File: src/rtl/alu_share_sched.sv
// Round-robin scheduler that time-shares one external registered ALU among NREQ requesters.
// Each accepted op walks IDLE -> ISSUE -> SETTLE -> DONE and returns a tagged response in DONE.
module alu_share_sched #(
    parameter int NREQ = 2,
    parameter int W    = 4,
    parameter int CNTW = 8
) (
    input  logic                 clk,
    input  logic                 rst_n,
    input  logic                 ena,
    input  logic [NREQ-1:0]      req_valid,
    output logic [NREQ-1:0]      req_ready,
    input  logic [NREQ*W-1:0]    req_a,
    input  logic [NREQ*W-1:0]    req_b,
    input  logic [NREQ*3-1:0]    req_op,
    output logic                 rsp_valid,
    output logic [1:0]           rsp_id,
    output logic [W-1:0]         rsp_result,
    output logic                 rsp_carry,
    output logic                 rsp_parity,
    output logic [W-1:0]         alu_a,
    output logic [W-1:0]         alu_b,
    output logic [2:0]           alu_op,
    output logic                 alu_ena,
    input  logic [W-1:0]         alu_result,
    input  logic                 alu_carry,
    input  logic                 alu_parity,
    output logic                 busy,
    output logic [CNTW-1:0]      ops_done
);

    typedef enum logic [1:0] {
        S_IDLE,
        S_ISSUE,
        S_SETTLE,
        S_DONE
    } state_t;

    state_t          r_state;
    state_t          w_state_nxt;

    logic [1:0]      r_rr_ptr;
    logic [1:0]      r_id;
    logic [W-1:0]    r_a;
    logic [W-1:0]    r_b;
    logic [2:0]      r_op;

    logic [1:0]      r_rsp_id;
    logic [W-1:0]    r_rsp_result;
    logic            r_rsp_carry;
    logic            r_rsp_parity;
    logic [CNTW-1:0] r_ops_done;

    logic            w_grant_any;
    logic [1:0]      w_grant_idx;
    logic [NREQ-1:0] w_grant_oh;
    logic [W-1:0]    w_sel_a;
    logic [W-1:0]    w_sel_b;
    logic [2:0]      w_sel_op;
    logic            w_accept;
    logic            w_in_done;
    logic            w_carry_live;

    // Two passes give wrap-around priority: indices above the pointer first, then the rest.
    always_comb begin
        w_grant_any = 1'b0;
        w_grant_idx = '0;
        w_grant_oh  = '0;
        w_sel_a     = '0;
        w_sel_b     = '0;
        w_sel_op    = '0;
        for (int unsigned i = 0; i < NREQ; i++) begin
            if (!w_grant_any && req_valid[i] && (i > 32'(r_rr_ptr))) begin
                w_grant_any   = 1'b1;
                w_grant_idx   = 2'(i);
                w_grant_oh[i] = 1'b1;
                w_sel_a       = req_a[i*W +: W];
                w_sel_b       = req_b[i*W +: W];
                w_sel_op      = req_op[i*3 +: 3];
            end
        end
        for (int unsigned i = 0; i < NREQ; i++) begin
            if (!w_grant_any && req_valid[i] && (i <= 32'(r_rr_ptr))) begin
                w_grant_any   = 1'b1;
                w_grant_idx   = 2'(i);
                w_grant_oh[i] = 1'b1;
                w_sel_a       = req_a[i*W +: W];
                w_sel_b       = req_b[i*W +: W];
                w_sel_op      = req_op[i*3 +: 3];
            end
        end
    end

    assign w_accept  = (r_state == S_IDLE) && ena && w_grant_any;
    assign w_in_done = (r_state == S_DONE);

    always_comb begin
        w_state_nxt = r_state;
        req_ready   = '0;
        case (r_state)
            S_IDLE: begin
                if (w_accept) begin
                    req_ready   = w_grant_oh;
                    w_state_nxt = S_ISSUE;
                end
            end
            S_ISSUE:  w_state_nxt = S_SETTLE;
            S_SETTLE: w_state_nxt = S_DONE;
            S_DONE:   w_state_nxt = S_IDLE;
            default:  w_state_nxt = S_IDLE;
        endcase
    end

    always_ff @(posedge clk or negedge rst_n) begin
        if (!rst_n) begin
            r_state <= S_IDLE;
        end else begin
            r_state <= w_state_nxt;
        end
    end

    always_ff @(posedge clk or negedge rst_n) begin
        if (!rst_n) begin
            r_rr_ptr <= 2'(NREQ - 1);
            r_id     <= '0;
            r_a      <= '0;
            r_b      <= '0;
            r_op     <= '0;
        end else if (w_accept) begin
            r_id <= w_grant_idx;
            r_a  <= w_sel_a;
            r_b  <= w_sel_b;
            r_op <= w_sel_op;
        end else if (w_in_done) begin
            r_rr_ptr <= r_id;
        end
    end

    // Carry out of the ALU is only meaningful for ADD/SUB; other ops leave it stale.
    assign w_carry_live = alu_carry && ((r_op == 3'b000) || (r_op == 3'b001));

    always_ff @(posedge clk or negedge rst_n) begin
        if (!rst_n) begin
            r_rsp_id     <= '0;
            r_rsp_result <= '0;
            r_rsp_carry  <= 1'b0;
            r_rsp_parity <= 1'b0;
            r_ops_done   <= '0;
        end else if (w_in_done) begin
            r_rsp_id     <= r_id;
            r_rsp_result <= alu_result;
            r_rsp_carry  <= w_carry_live;
            r_rsp_parity <= alu_parity;
            r_ops_done   <= r_ops_done + 1'b1;
        end
    end

    // Live ALU values during DONE; the registered copies hold them afterwards.
    assign rsp_valid  = w_in_done;
    assign rsp_id     = w_in_done ? r_id         : r_rsp_id;
    assign rsp_result = w_in_done ? alu_result   : r_rsp_result;
    assign rsp_carry  = w_in_done ? w_carry_live : r_rsp_carry;
    assign rsp_parity = w_in_done ? alu_parity   : r_rsp_parity;

    assign alu_a    = r_a;
    assign alu_b    = r_b;
    assign alu_op   = r_op;
    assign alu_ena  = (r_state != S_IDLE);
    assign busy     = (r_state != S_IDLE);
    assign ops_done = r_ops_done;

endmodule

File: config.mk
export PLATFORM = sky130hd
export DESIGN_NAME = alu_share_sched
export DESIGN_NICKNAME = d
export VERILOG_FILES = /design/src/rtl/alu_share_sched.sv
export SDC_FILE = /design/constraint.sdc
export NUM_CORES = 1
export LEC_CHECK = 0
export CAP_MARGIN = 5
export CELL_PAD_IN_SITES_DETAIL_PLACEMENT = 0
export CELL_PAD_IN_SITES_GLOBAL_PLACEMENT = 1
export CORE_MARGIN = 10
export CORE_UTILIZATION = 32
export CTS_BUF_LIST = sky130_fd_sc_hd__clkbuf_8
export CTS_CLUSTER_DIAMETER = 200
export DETAILED_ROUTE_END_ITERATION = 16
export PLACE_DENSITY_LB_ADDON = 0.15
export SLEW_MARGIN = 40
export SYNTH_ARGS = -nofsm -noshare
export SYNTH_HDL_FRONTEND = slang
export SYNTH_SLANG_ARGS = --single-unit
File: constraint.sdc
create_clock -name clk -period 2 [get_ports clk]
set_input_delay 0.3 -clock clk [delete_from_list [all_inputs] [get_ports clk]]
set_output_delay 0.3 -clock clk [all_outputs]
set_load 0.005 [all_outputs]
==> results.md, run 1 <==
- Distinct cells, synth: 26
- CP required: 1.70 ns
- Reg2reg start: r_state[1]$_DFFE_PN0P_
- Unrepaired setup endpoints after global routing: no
- CP Class: reg2out
- Pleak: 0.000976 uW
- Most frequent cells in the layout: 53 x clkdlybuf4s50_1, 30 x dfrtp_1, 11 x a221o_1
- H-tree depth: 2
- Relative slew margins: 0.668
- Post-Synth XOR/XNOR Area: 0.0444
- CP Max Fanout: 5
- Mapped Area: around 1400 sq um
- CTS Buffer Depth: 2
- I/O Buffers: 64
- Post-Synth Simple-Gate Area: 0.110
- Final HPWL DP: 2950 um
- Nets@finish: 220
- # DRC: 0
- CORE AREA: 4090 sq um
- Vias in the first global route: 1,209
- Pwr dens: 1340 nW/um^2
- Boundary pin count: 65
- CTS Buf Count: 5
- Root Driver: clkbuf_8
- Nature of the critical path endpoint: output pin
- Routed Antenna Nets: 0
- Die Y: 85.7 um
- Routed via count: between 1k and 1.5k
- Flop2flop setup slack: 0.17 ns
- Ant. Diodes: 0
- Worst skew pair latency: around 0.28 ns
- Synthesized area per cell: 12.8 sq um
- Congestion Overflow GR: 0
- Layout cell share with drive strength beyond 1: 0.175
- Hold Vio Cnt, Final: 0
- Ratio of final minimum period to clock period: 0.953
- First-pass GRT wire length: 6320 um
- Post-synthesis net count: 146
- Initial antenna violation count: 0
- CP max stage cell: clkdlybuf4s50_1
- Overall Power: 2940 uW
- Mux cell area share after synthesis: 0.0725
- Final setup violation count: 0
- Worst vdd ir: 681 uV
- Largest family of logic cells by synthesized area: compound AO/OA/AOI/OAI gates
- Pins Over Slew Limit: 0
- Final min period: 1.91 ns
- Buf/Inv on CP: 1
- Slew @ Worst Pin: 0.497 ns
- Clk pin slew, worst setup/hold paths: 0.06 ns
- Area grow syn2layout: 59.1%
- Yosys reg bits: 31
- Gpl congestion: 0.796
- Worst-path cell chain: ha_4 -> o21ai_1 -> clkdlybuf4s50_1
- Cell Rows: 23
- Clk sinks: 31
- Outcome: complete, no violations
- Initial Utilization: 0.338
- Crit-path max cell delay: 0.54 ns
- Family with the most delay on the worst path: buffers and inverters
- # hold bufs at CTS: 0
- Register area share after synthesis: 0.562
- Path depth of the worst reg2reg path: 7
- WP data arrival: 1.61 ns
- Hold crit path type: in2async
- Die area: 7340 sq um
- Max cap viols: 0
- Synth Instances: about 110
- Compound-Gate Fraction of Synth Area: 0.119
- Adder-Cell Fraction of Synth Area: 0.0453
- Initial drt markers: 29
- Pin count of the biggest net entering global routing: 32
- TNS Setup: 0 ns
- Nature of the critical path startpoint: register
- Wire per inst: 16.5 um
- WL final: 3860 um
- Reg2reg end: alu_b[3]$_DFFE_PN0P_
- Leading cell type in the layout, fill and taps excluded: clkdlybuf4s50_1
- DRT Pass-1 Iters: 4
- Synth Warn #: 0
- Global Route Usage Sum: 0.107
- Worst hold margin: around 0.40 ns
- DIE WIDTH: roughly 86 um
- Post-Route Skew: 0.00692 ns
- Vias per cell: 4.80
- TritonCTS clock tree: built
- FMAX: 524 MHz
[worst register-to-register path: stages (launching register included)]
cell,delay (ns)
dfrtp_1,0.41
buf_4,0.16
inv_1,0.07
ha_2,0.19
buf_4,0.12
o211ai_2,0.22
and2_2,0.28
a221o_1,0.26
[state kept, by name (all words and copies together), names as in the netlist]
| signal | cells |
|---|---|
| r_rsp_result | 4 |
| alu_a | 4 |
| r_rsp_carry | 1 |
| r_rsp_parity | 1 |
| alu_op | 3 |
| ops_done | 8 |
| alu_b | 4 |
| r_rr_ptr | 1 |
| r_state | 2 |
| r_rsp_id | 2 |
| r_id | 1 |
[Yosys cell counts]
cell type  number  area (sq um)
nor3_1          1          5.00
dfstp_2         1          26.3
nand3_1         2          10.0
a21o_2          1          8.76
dfrtp_1        30           751
o211ai_2        1          12.5
o21ai_0         3          15.0
xor2_1          3          26.3
xnor2_1         4          35.0
nand4_1         3          18.8
buf_6           1          11.3
a221o_1        11           110
mux2_2          8          90.1
nor3b_1         1          7.51
a21oi_2         2          17.5
buf_4           4          30.0
and2_0          9          56.3
and2_2          2          15.0
mux2i_1         1          10.0
inv_1           5          18.8
nor2_1          2          7.51
ha_1            5          62.6
nand2_1         5          18.8
buf_2           1          5.00
and3_1          1          6.26
nor2b_1         1          6.26
[layer usage]
layer | wire (um) | part of all wire | GRT usage
met5 | 0 | 0 | 0
met2 | 1720 | 0.45 | 0.162
met3 | 352 | 0.091 | 0.0605
met1 | 1760 | 0.46 | 0.131
met4 | 18 | 0.0047 | 0.0180
[cell type report]
class / instances / area, sq um
clock inverter: 3 / 11.3
inverter: 5 / 18.8
tap: 50 / 62.6
sequential: 31 / 777
clock buffer: 5 / 68.8
multi-input combinational: 66 / 554
timing repair buffer: 73 / 704
fill: 345 / 1890
[worst max path at each step]
stage                           startpoint             to  cells after the start
global placement    r_state[0]$_DFFE_PN0P_  rsp_result[3]                      3
finish              r_state[1]$_DFFE_PN0P_      rsp_id[0]                      3
floorplan           r_state[1]$_DFFE_PN0P_  rsp_result[1]                      4
detailed placement  r_state[0]$_DFFE_PN0P_      rsp_id[1]                      4
CTS                 r_state[0]$_DFFE_PN0P_      rsp_id[0]                      4
global route        r_state[1]$_DFFE_PN0P_      rsp_id[0]                      4
[kinds of logic (layout without fill, tap and decap cells)]
logic type | count (synthesis) | after routing
buffers and inverters | 11 | 86
XOR/XNOR | 7 | 7
AO/OA/AOI/OAI | 18 | 18
AND/OR/NAND/NOR | 27 | 27
multiplexers | 9 | 9
flip-flops | 31 | 31
adder cells (fa/ha/maj) | 5 | 5
[what timing repair did]
action                                  in CTS  in global routing
buffers inserted                             0                  2
endpoints found under the setup margin      12                  3
resized for setup                           14                  4
pin swaps                                    0                  1
[per-stage QoR]
step	setup slack, ns	std cells	instance area, sq um	utilization
after floorplan	0.472	108	1380	-
after global placement	0.0414	223	2090	0.512
after detailed placement	0.0454	223	2090	0.512
after CTS	0.0173	231	2170	0.531
after global routing	0.00227	233	2200	0.538
final	0.0931	233	2200	0.538
[where the power goes]
group	switching [uW]	internal, uW	total [uW]	leakage [uW]
Sequential	174	904	1080	0.000384
Clock	216	231	447	0.0000519
Combinational	519	902	1420	0.000540
No activity file was read; power rests on OpenSTA's default activity.
==> run 2: changes to the inputs <==
--- a/config.mk
+++ b/config.mk
@@ -13,8 +13,9 @@
 export CTS_BUF_LIST = sky130_fd_sc_hd__clkbuf_8
 export CTS_CLUSTER_DIAMETER = 200
 export DETAILED_ROUTE_END_ITERATION = 16
-export PLACE_DENSITY_LB_ADDON = 0.15
-export SLEW_MARGIN = 40
+export PLACE_DENSITY_LB_ADDON = 0.1
+export SLEW_MARGIN = 20
 export SYNTH_ARGS = -nofsm -noshare
 export SYNTH_HDL_FRONTEND = slang
 export SYNTH_SLANG_ARGS = --single-unit
+export TNS_END_PERCENT = 1
==> run 2 against run 1 <==
  * Die area is the same
  * Via count down 1.3%
  * Critical path depth grew 1
  * Sequential cell count did not move
  * Clock skew decreased by 0.0032 ns
  * Critical path type unchanged
  * Largest cell class unchanged
==> results.md, run 2 (synthesized netlist as in run 1, its figures left out) <==
- Max reg flops: 8
- Die Y: ~86 um
- Final setup violation count: 0
- Outcome: complete, no violations
- Area grow syn2layout: 60.8%
- Congestion Overflow GR: 0
- Sequential power share: 0.355
- Pin count of the biggest net entering global routing: 32
- Hold crit path type: in2async
- Comb power frac: 0.471
- Layout cell share with drive strength beyond 1: 0.196
- CP Max Fanout: 8
- Internal power: 2110 uW
- Wire per inst: around 17 um
- Register area: 777 sq um
- FMAX: about 520 MHz
- Nature of the critical path startpoint: register
- TritonCTS clock tree: built
- Overall Power: 3030 uW
- First-pass GRT wire length: roughly 6400 um
- Worst vdd ir: slightly below 700 uV
- Root Driver: clkbuf_8
- Leading cell type in the layout, fill and taps excluded: clkdlybuf4s50_1
- # DRC: 0
- CP Class: reg2out
- Routed Antenna Nets: 0
- Hold Vio Cnt, Final: 0
- Nets@finish: 221
- Routed via count: between 1k and 1.5k
- Post-Route Skew: 0.00376 ns
- Pins Over Slew Limit: 0
- CP required: 1.70 ns
- Die area: 7340 sq um
- Pwr dens: ~1400 nW/um^2
- DIE WIDTH: 85.7 um
- Gpl congestion: between 0.7 and 0.8
- Cell Rows: 23
- Fin area: between 2000 and 2500 sq um
- Unrepaired setup endpoints after global routing: yes
- # hold bufs at CTS: 0
- Placed inst area: around 2100 sq um
- DRT Pass-1 Iters: 4
- WP data arrival: 1.61 ns
- Clock power frac: 0.174
- Vias in the first global route: ~1.2k
- Most frequent cells in the layout: 52 x clkdlybuf4s50_1, 30 x dfrtp_1, 11 x a221o_1
- CTS Buffer Depth: 2
- Initial Utilization: 0.338
- Pleak: around 0.001 uW
- Initial drt markers: 37
- Switching Power: 921 uW
- Worst skew pair latency: approximately 0.28 ns
- Final HPWL DP: 3140 um
- CORE AREA: 4090 sq um
- Ratio of final minimum period to clock period: 0.955
- Initial antenna violation count: 0
- Nature of the critical path endpoint: output pin
- Max cap viols: 0
- Ant. Diodes: 0
- Multi-input gate area: 554 sq um
- Clk pin slew, worst setup/hold paths: 0.06 ns
- Relative slew margins: 0.669
- H-tree depth: 2
- # fillers: 370
- Slew @ Worst Pin: 0.496 ns
- Boundary pin count: 65
- Final min period: 1.91 ns
- Flop2flop setup slack: 0.15 ns
- Vias per cell: ~4.7
- Placed cells: 223
- Non-Filler Instances: around 230
- Switching share of power: 0.304
- I/O Buffers: 64
- WL final: 4040 um
- CTS Buf Count: 5
- Global Route Usage Sum: 0.113
- Clk sinks: 31
==> run 2: final timing paths <==
check	from	cells past startpoint	endpoint
worst max-delay path	r_state[1]$_DFFE_PN0P_	4	rsp_parity
worst min-delay path	rst_n	2	alu_b[3]$_DFFE_PN0P_
worst max register to register	r_state[1]$_DFFE_PN0P_	7	alu_b[3]$_DFFE_PN0P_
worst min register to register	ops_done[7]$_DFFE_PN0P_	1	ops_done[7]$_DFFE_PN0P_
max in group asynchronous	rst_n	2	r_rr_ptr[0]$_DFFE_PN1P_
min in group clk	ops_done[7]$_DFFE_PN0P_	1	ops_done[7]$_DFFE_PN0P_
==> run 2: metrics by stage <==
stage          hold slack (ns)  worst slack [ns]   util  TNS [ns]
2_1_floorplan          0.00441             0.472      -         0
3_3_place_gp             0.457            0.0442  0.512         0
5_1_grt                  0.462           -0.0118  0.543   -0.0212
6_report                 0.422            0.0901  0.543         0
4_1_cts                  0.431           -0.0668  0.536    -0.133
3_5_place_dp             0.465            0.0191  0.512         0
==> run 2: final cells by class <==
cell class	count	share of cell area
Multi-Input combinational cell	66	0.250
Clock buffer	7	0.0434
Sequential cell	31	0.350
Inverter	5	0.00845
Clock inverter	1	0.00169
Tap cell	50	0.0282
Timing Repair Buffer	74	0.319
==> run 2: worst max-delay path, cell delays in order, from the launching register on <==
cell and delay (ns):
dfrtp_1 0.40, ha_4 0.21, buf_6 0.13, mux2_2 0.33, dlygate4sd2_1 0.27
==> run 2: power groups by stage <==
stage	Clock, uW	Sequential (uW)	Combinational, uW
after floorplan	0	1070	644
after global placement	0	1070	1430
after detailed placement	0	1080	1470
after CTS	550	1080	1440
after global routing	588	1110	1580
final	529	1080	1430
==> run 2: timing repair <==
action | 4_1_cts | 5_1_grt
gates resized for setup | 12 | 9
setup buffers | 0 | 3
endpoints found under the setup margin | 13 | 6
pin swaps | 0 | 1
==> run 2: per-layer routing <==
metal / track usage / share of wire / vias to the layer above
met5: 0 / 0 / -
met4: 0.0449 / 0.010 / 0
met3: 0.0454 / 0.073 / 5
met2: 0.172 / 0.47 / 42
met1: 0.139 / 0.44 / 525
li1: - / - / 531
==> run 3: changes to the inputs <==
--- a/config.mk
+++ b/config.mk
@@ -9,10 +9,11 @@
 export CELL_PAD_IN_SITES_DETAIL_PLACEMENT = 0
 export CELL_PAD_IN_SITES_GLOBAL_PLACEMENT = 1
 export CORE_MARGIN = 10
-export CORE_UTILIZATION = 32
+export CORE_UTILIZATION = 34
 export CTS_BUF_LIST = sky130_fd_sc_hd__clkbuf_8
 export CTS_CLUSTER_DIAMETER = 200
 export DETAILED_ROUTE_END_ITERATION = 16
+export GPL_ROUTABILITY_DRIVEN = 1
 export PLACE_DENSITY_LB_ADDON = 0.1
 export SLEW_MARGIN = 20
 export SYNTH_ARGS = -nofsm -noshare
==> constraint.sdc (replaced) <==
create_clock -name clk -period 2.2 [get_ports clk]
set_input_delay 0.33 -clock clk [delete_from_list [all_inputs] [get_ports clk]]
set_output_delay 0.33 -clock clk [all_outputs]
set_load 0.005 [all_outputs]
==> run 3 against run 2 <==
  * Clock power fell by 27%
  * Clock-buffer cell count shrank 2
  * Sequential share of layout area grew 0.84 points
  * Die area decreased by 4.5%
  * Final area decreased by 2.2%
  * Clock skew down 0.0016 ns
  * Sequential cell count is the same
  * Wire length decreased by 3.9%
  * Register-to-register slack gained 0.46 ns
  * Utilization is 0.35 points higher
  * Via count down 2.3%
  * Critical path depth stayed put
  * Critical path type unchanged
==> results.md, run 3 (synthesized netlist as in run 1, its figures left out) <==
- Outcome: complete, no violations
- Post-Route Skew: 0.00216 ns
- Final min period: 2.08 ns
- Buf/Inv on CP: 2
- Boundary pin count: 65
- Cell Rows: 23
- CP Max Fanout: 11
- Root Driver: clkbuf_8
- Post-layout util: 0.547
- Max Used Layer: met4
- DIE WIDTH: between 80 and 90 um
- Max cap viols: 0
- Clock power frac: 0.144
- CORE AREA: 3970 sq um
- Pleak: roughly 0.00095 uW
- H-tree depth: 2
- Final HPWL DP: 3000 um
- Hold crit path type: in2async
- Crit-path max cell delay: 0.52 ns
- Worst Setup Slack, final: 0.118 ns
- Nets@finish: 215
- Metal-1 WL: roughly 1700 um
- Pre-CTS setup slack: 0.157 ns
- Multi-input gate area: 564 sq um
- Nature of the critical path endpoint: output pin
- Routed Antenna Nets: 0
- Stages on worst setup path: 4
- Met3 WL post-DR: 276 um
- Register area: 778 sq um
- CP required: ~1.9 ns
- Initial antenna violation count: 0
- Switching share of power: 0.303
- Path depth of the worst reg2reg path: 5
- CTS Buffer Depth: 2
- Worst skew pair latency: between 0.2 and 0.3 ns
- # Post-CTS Setup Buffers: 0
- WL final: ~3900 um
- Ant. Diodes: 0
- Overall Power: approximately 2700 uW
- # DRC: 0
- Most frequent cells in the layout: 62 x clkdlybuf4s50_1, 29 x dfrtp_1, 11 x a221o_1
- Comb power frac: 0.487
- I/O Buffers: 64
- Leading cell type in the layout, fill and taps excluded: clkdlybuf4s50_1
- TNS Setup: 0 ns
- Layout cell share with drive strength beyond 1: 0.165
- Die Y: 83.7 um
- DRT Pass-1 Iters: 4
- Relative slew margins: 0.677
- Sequential power share: 0.369
- CTS Buf Count: 5
- Max reg flops: 8
- Vias per cell: between 4 and 5
- Worst-path cell chain: ha_4 -> buf_4 -> nor2b_1 -> clkdlybuf4s50_1
- Vias in the first global route: around 1.2k
- Worst hold margin: 0.459 ns
- Wire per inst: 17.2 um
- Clk sinks: 31
- # fillers: 359
- Ratio of final minimum period to clock period: 0.946
- Family with the most delay on the worst path: buffers and inverters
- TritonCTS clock tree: built
- Congestion Overflow GR: 0
- Worst vdd ir: 604 uV
- CP Class: reg2out
- Internal power: 1860 uW
- First-pass GRT wire length: 6330 um
- Nature of the critical path startpoint: register
- Slew @ Worst Pin: slightly below 0.5 ns
- Initial drt markers: 74
- CP max stage cell: clkdlybuf4s50_1
- Met2 WL: 1920 um
- Pin count of the biggest net entering global routing: 32
- Global Route Usage Sum: 0.110
- Final setup violation count: 0
- Pwr dens: 1230 nW/um^2
- Pins Over Slew Limit: 0
- Gpl congestion: 0.693
- Area grow syn2layout: 57.2%
- Initial Utilization: 0.348
- Hold Vio Cnt, Final: 0
- Unrepaired setup endpoints after global routing: no
- Switching Power: 809 uW
- Die area: roughly 7000 sq um
- WP data arrival: between 1.5 and 2 ns
- Routed via count: 1,078
- Clk pin slew, worst setup/hold paths: 0.06 ns
- FMAX: 480 MHz
-- run 3: power by group through the flow --
stage / registers [uW] / clock network [uW] / logic, uW
floorplan: 969 / 0 / 586
global placement: 971 / 0 / 1270
detailed placement: 984 / 0 / 1290
CTS: 976 / 403 / 1310
global route: 1020 / 441 / 1430
finish: 986 / 384 / 1300
-- run 3: layout make-up --
class | count | share of cell area
flip-flops and latches | 31 | 0.358
repair buffers | 68 | 0.311
multi-input cells | 66 | 0.260
clock buffers | 5 | 0.0317
well taps | 50 | 0.0288
inverters | 5 | 0.00864
clock inverters | 1 | 0.00173
-- run 3: metal layers --
layer	vias to the layer above	GRT usage
met5	-	0
li1	517	-
met1	521	0.130
met3	2	0.0449
met2	38	0.179
met4	0	0.0320
-- run 3: worst register-to-register path: cells and delay by family, from the launching register on --
family | cells | cell delay, ns
AOI/OAI and AO/OA | 2 | 0.49
adders and majority gates | 1 | 0.17
buffers and inverters | 1 | 0.12
DFF | 1 | 0.41
and+or+nand+nor | 1 | 0.28
-- run 3: stage by stage --
stage,cells,cell area [sq um]
detailed placement,220,2070
global route,226,2170
finish,226,2170
floorplan,108,1380
global placement,220,2070
CTS,226,2150
-- run 3: final timing paths --
path	from	to	slack, ns
max	r_state[1]$_DFFE_PN0P_	rsp_id[1]	0.12
min in group clk	ops_done[7]$_DFFE_PN0P_	ops_done[7]$_DFFE_PN0P_	0.47
min reg2reg	ops_done[7]$_DFFE_PN0P_	ops_done[7]$_DFFE_PN0P_	0.47
max reg2reg	r_state[0]$_DFFE_PN0P_	alu_b[3]$_DFFE_PN0P_	0.61
min	rst_n	alu_b[2]$_DFFE_PN0P_	0.46
max in group asynchronous	rst_n	r_rr_ptr[0]$_DFFE_PN1P_	1.41
-- run 3: repair_timing --
action,in CTS,in global routing
endpoints found under the setup margin,10,10
gates resized for setup,2,7
hold buffers,0,0
